File: src/rtl/seg7_scan.sv
// seg7_scan: six-digit common-anode 7-segment scan driver.
// Snapshots BCD digits per frame; registered glitch-free an/seg/dp.
//
// Ports:
//   i_clk, i_reset      clock, synchronous active-low reset
//   i_hr_10..i_sec_1    BCD digits 5..0 (i_sec_1 = digit 0)
//   i_blink_mask        per-digit blink enable (live)
//   i_dp_mask           per-digit decimal point (live)
//   o_an                digit enables, active-low
//   o_seg               segments {g,f,e,d,c,b,a}, active-low
//   o_dp                decimal point, active-low
// Build option: SEG7_LZ_BLANK_EN blanks digit 5 when hr_10 is 0.
module seg7_scan #(
  parameter int CLK_HZ   = 50_000_000,
  parameter int SCAN_HZ  = 1_000,
  parameter int BLINK_HZ = 2
) (
  input  logic       i_clk,
  input  logic       i_reset,
  input  logic [3:0] i_hr_10,
  input  logic [3:0] i_hr_1,
  input  logic [3:0] i_min_10,
  input  logic [3:0] i_min_1,
  input  logic [3:0] i_sec_10,
  input  logic [3:0] i_sec_1,
  input  logic [5:0] i_blink_mask,
  input  logic [5:0] i_dp_mask,
  output logic [5:0] o_an,
  output logic [6:0] o_seg,
  output logic       o_dp
);

  localparam int DIV  = CLK_HZ / SCAN_HZ;
  localparam int BDIV = CLK_HZ / (2 * BLINK_HZ);
  localparam int PW   = $clog2(DIV);
  localparam int BW   = $clog2(BDIV + 1);
  localparam logic [PW-1:0] P_LAST = PW'(DIV - 1);
  localparam logic [BW-1:0] B_LAST = BW'(BDIV - 1);

  logic [PW-1:0] r_presc;
  logic [BW-1:0] r_bcnt;
  logic          r_phase;
  logic [2:0]    r_idx;
  logic [23:0]   r_snap;

  logic          w_tick;
  logic          w_wrap;
  logic [2:0]    w_nidx;
  logic [3:0]    w_digit;
  logic [6:0]    w_glyph;
  logic          w_blank;
  logic [6:0]    w_seg;
  logic          w_dp;
  logic [5:0]    w_an;

  assign w_tick = (r_presc == P_LAST);
  assign w_wrap = (r_idx == 3'd5);
  assign w_nidx = w_wrap ? 3'd0 : r_idx + 3'd1;

  // Digit 0 is loaded on the snapshot edge, so it reads the
  // live input, which is exactly what the snapshot captures.
  always_comb begin
    w_digit = i_sec_1;
    unique case (w_nidx)
      3'd1:    w_digit = r_snap[7:4];
      3'd2:    w_digit = r_snap[11:8];
      3'd3:    w_digit = r_snap[15:12];
      3'd4:    w_digit = r_snap[19:16];
      3'd5:    w_digit = r_snap[23:20];
      default: w_digit = i_sec_1;
    endcase
  end

  always_comb begin
    w_glyph = 7'h3F;
    unique case (w_digit)
      4'd0:    w_glyph = 7'h40;
      4'd1:    w_glyph = 7'h79;
      4'd2:    w_glyph = 7'h24;
      4'd3:    w_glyph = 7'h30;
      4'd4:    w_glyph = 7'h19;
      4'd5:    w_glyph = 7'h12;
      4'd6:    w_glyph = 7'h02;
      4'd7:    w_glyph = 7'h78;
      4'd8:    w_glyph = 7'h00;
      4'd9:    w_glyph = 7'h10;
      default: w_glyph = 7'h3F;
    endcase
  end

  // Phase is the pre-edge value: a toggle on this edge only
  // affects the next digit load.
  always_comb begin
    w_blank = r_phase & i_blink_mask[w_nidx];
    w_seg   = w_glyph;
    w_dp    = ~i_dp_mask[w_nidx];
`ifdef SEG7_LZ_BLANK_EN
    if (w_nidx == 3'd5 && w_digit == 4'd0)
      w_seg = 7'h7F;
`endif
    if (w_blank) begin
      w_seg = 7'h7F;
      w_dp  = 1'b1;
    end
    w_an = ~(6'b000001 << w_nidx);
  end

  always_ff @(posedge i_clk) begin
    if (!i_reset) begin
      r_presc <= '0;
      r_bcnt  <= '0;
      r_phase <= 1'b0;
      r_idx   <= 3'd5;
      r_snap  <= '0;
      o_an    <= 6'h3F;
      o_seg   <= 7'h7F;
      o_dp    <= 1'b1;
    end else begin
      r_presc <= w_tick ? '0 : r_presc + 1'b1;
      if (r_bcnt == B_LAST) begin
        r_bcnt  <= '0;
        r_phase <= ~r_phase;
      end else begin
        r_bcnt <= r_bcnt + 1'b1;
      end
      if (w_tick) begin
        r_idx <= w_nidx;
        if (w_wrap)
          r_snap <= {i_hr_10, i_hr_1, i_min_10,
                     i_min_1, i_sec_10, i_sec_1};
        o_an  <= w_an;
        o_seg <= w_seg;
        o_dp  <= w_dp;
      end
    end
  end

endmodule

File: config.mk
export PLATFORM = sky130hd
export DESIGN_NAME = seg7_scan
export DESIGN_NICKNAME = d
export VERILOG_FILES = /design/src/rtl/seg7_scan.sv
export SDC_FILE = /design/constraint.sdc
export NUM_CORES = 1
export LEC_CHECK = 0
export BUFFER_PORTS_ARGS = -buffer_cell sky130_fd_sc_hd__buf_2
export CAP_MARGIN = 40
export CORE_UTILIZATION = 51
export DETAILED_ROUTE_END_ITERATION = 10
export GPL_ROUTABILITY_DRIVEN = 0
export PLACE_DENSITY = 0.83
export SETUP_SLACK_MARGIN = 0.5
export SLEW_MARGIN = 5
export SYNTH_ARGS = -nofsm -noshare
export SYNTH_HDL_FRONTEND = slang
export SYNTH_SLANG_ARGS = --single-unit
File: constraint.sdc
create_clock -name i_clk -period 1.8 [get_ports i_clk]
set_input_delay 0.36 -clock i_clk [delete_from_list [all_inputs] [get_ports i_clk]]
set_output_delay 0.36 -clock i_clk [all_outputs]
set_load 0.005 [all_outputs]
==> summary.md <==
| Metric | Value |
|---|---|
| Outcome | `complete, but fails checks` |
| Failing checks | `negative setup slack` |
| Tmin final | `1.890 ns` |
| Metal3 WL | `314 um` |
| WL per Instance | `between 10 and 15 um` |
| Least-Margin Pin Slew | `about 0.40 ns` |
| Number of synthesized flops with an enable pin | `0` |
| Total CTS buffers | `9` |
| Post-synth top area share | `0.4335` |
| Die area | `about 7400 sq um` |
| Layout cells sized above 1 | `0.3209` |
| Reg2reg path depth | `8` |
| WL final | `~8300 um` |
| Max-cap violations | `0` |
| Clock share of power | `0.392` |
| Final period util | `1.050` |
| Worst path arrival time | `2.17 ns` |
| CP Data Required Time | `2.08 ns` |
| Worst-Skew Late Latency | `~0.34 ns` |
| Worst-case clock buffer depth | `2` |
| Crit end category | `flip-flop` |
| Hold WC Path Type | `in -> reg` |
| Synthesized cell area | `about 3600 sq um` |
| Setup Crit Path Kind | `reg -> reg` |
| Sw power | `about 0.7 mW` |
| Initial Util | `0.5302` |
| Endpoint, Worst Hold | `r_snap[7]` |
| Area of the multi-input gates | `~2000 sq um` |
| Clock-pin slew on the worst setup and hold paths | `0.08 ns` |
| Drt pass-1 iters | `5` |
| Synth cell count leaders | `78 x dfxtp_1, 71 x nand2_1, 50 x nor2_1` |
| Critical Path Fanout Max | `4` |
| Synth async-reset ratio | `0` |
| Max Slew Vio Count | `0` |
| Top Metal Used | `met4` |
| Post-Syn Area per Cell | `approximately 8.6 sq um` |
| Diodes inserted | `0` |
| Int Pwr | `between 2 and 2.5 mW` |
| Non-filler instance count after layout | `approximately 600` |
| Synth cell types | `48` |
| Sequential share of the synthesized area | `0.4335` |
| Pwr/cell area | `695.9 nW/um^2` |
| F_max | `529.1 MHz` |
| R2R setup slack | `-0.09 ns` |
| Via Count | `approximately 3200` |
| Post-Synthesis Cells | `421` |
| Fillers | `527` |
| Area growth syn-to-layout | `25.74%` |
| Hold Path Stages | `3` |
| Final setup viols | `28` |
| Vias in the first global route | `roughly 3000` |
| P_leak | `1.726 nW` |
| Total grt overflow | `0` |
| # rows | `30` |
| First-pass GRT wire length | `~13000 um` |
| Crit start category | `flip-flop` |
| Die Span X | `86.04 um` |
| Origin of the critical flop-to-flop path | `r_presc[1]` |
| Port Buf Inserts | `slightly above 50` |
| Top Ports | `52` |
| Initial antenna violation count | `0` |
| Worst Skew | `~0.0069 ns` |
| Largest net degree at the start of global routing | `24` |
| RSZ-0062 raised after global routing | `yes` |
| Ys Warns | `0` |
| Top-count cell post-synth | `dfxtp_1` |
| Routed wl met2 | `around 4000 um` |
| Top_reg_cell synth | `dfxtp_1` |
| Seq cells post-synth | `around 80` |
| Clock Root Buffer | `clkbuf_8` |
| Combinational group share of total power | `0.055` |
| Final hold vios | `0` |
| H-tree level count | `3` |
| Share of power burned in registers | `0.554` |
| Detailed Route Iter0 Violations | `between 100 and 150` |
| Worst Slack Setup Final | `-0.09000 ns` |
| Register area | `approximately 1600 sq um` |
| Vias per inst | `between 5 and 6` |
| Chip height | `approximately 86 um` |
| Core ar. | `6794 sq um` |
| Worst reg2reg path endpoint | `r_snap[11]` |
| Total power | `~3.2 mW` |
| Number of placed cells counting well taps | `between 500 and 600` |
| TritonCTS clock tree | `built` |
| DPL Wire Length | `slightly below 6000 um` |
| WL met1 | `about 3800 um` |
| Dominant cells by area after synthesis | `dfxtp_1 43%, nand2_1 7.4%, xor2_1 5.3%` |
| Syn Nets | `464` |
| Post-synth top area cell | `dfxtp_1` |
| Number of routed nets with antenna violations | `0` |
| Hold wc startpoint | `i_sec_10[3]` |
| Nets | `approximately 550` |
| VDD IR-drop max | `~0.00068 V` |
| Residual DRC | `0` |
| CTS Sinks | `78` |
| Net Sw Frac | `0.2215` |
| GRT Overall Usage | `0.2222` |
| Relative slew slack | `0.7304` |
[metrics by stage]
step	setup slack [ns]	TNS [ns]	instance area, sq um	util	hold slack, ns
2_1_floorplan	0.07476	0	3675	-	0.4275
3_3_place_gp	0.01418	0	4146	0.6103	0.4410
3_5_place_dp	-0.05585	-0.4149	4146	0.6103	0.4488
4_1_cts	-0.02240	-0.1897	4398	0.6473	0.2375
5_1_grt	-0.1926	-5.550	4529	0.6667	0.2420
6_report	-0.09000	-1.258	4529	0.6667	0.2510
[how the worst max path moves through the flow]
stage                     start    endpoint
floorplan              r_idx[1]    o_seg[2]
detailed placement     r_idx[1]    o_seg[4]
CTS                  r_presc[1]  r_snap[10]
global route         r_presc[1]  r_snap[11]
finish               r_presc[1]  r_snap[11]
global placement    r_presc[11]   r_snap[6]
[cell families (layout without fill, tap and decap cells)]
logic type      count (synthesis)  after routing  synth area share
compound gates                 62             62            0.1039
xor+xnor                       34             34           0.08267
fa+ha+maj                       5              5           0.01737
buf+inv                        30            114           0.04932
flops                          78             78            0.4335
mux                            17             17           0.04828
simple gates                  195            198            0.2650
[cells in the final DEF, fill, tap and decap left out, types with 10 or more instances in the layout]
cell | synthesis | layout
xnor2_1 | 12 | 11
xor2_1 | 22 | 22
buf_4 | 2 | 33
nor2_1 | 50 | 42
nand3_1 | 12 | 12
and3_1 | 11 | 11
nand2_1 | 71 | 66
a21oi_1 | 38 | 35
mux2i_1 | 14 | 14
dfxtp_2 | 0 | 10
dfxtp_1 | 78 | 66
buf_2 | 4 | 52
[critical path: stages (launching register included)]
cell and delay, ns:
dfxtp_2 0.36, ha_4 0.15, nand3_4 0.08, nor4b_4 0.30, nand3_2 0.18, nor3_4 0.33
buf_2 0.21, nand2_1 0.08, a21oi_1 0.13
[metal layers]
layer | track usage | vias to the layer above
met5 | 0 | -
met3 | 0.06545 | 9
met4 | 0.05606 | 0
met2 | 0.3860 | 69
met1 | 0.2688 | 1549
li1 | - | 1605
[layout make-up]
type / instances / area share
clock inverter: 3 / 0.01022
tap: 96 / 0.02652
inverter: 10 / 0.008287
timing repair buffer: 89 / 0.1240
multi-input combinational: 316 / 0.4519
clock buffer: 12 / 0.02983
sequential: 78 / 0.3492
[sequential cells by signal, summed over array words and instances (netlist names)]
| name | count |
|---|---|
| r_snap | 20 |
| o_dp | 1 |
| o_an | 6 |
| r_idx | 3 |
| r_presc | 16 |
| o_seg | 7 |
| r_phase | 1 |
| r_bcnt | 24 |
[repair_timing]
action | 4_1_cts | 5_1_grt
resized for setup | 11 | 29
endpoints found under the setup margin | 77 | 77
pin swaps | 2 | 7
cloned | 1 | 3
hold buffers | 0 | 0
setup buffers | 3 | 3
[power by group through the flow]
stage               Combinational [mW]  Clock, mW  Sequential (mW)
floorplan                       0.0869          0             1.79
global placement                 0.145          0             1.79
detailed placement               0.149          0             1.79
CTS                              0.158       1.27             1.74
global route                     0.187       1.33             1.75
finish                           0.172       1.23             1.75
Note: power is estimated with default switching activity, not from simulation.
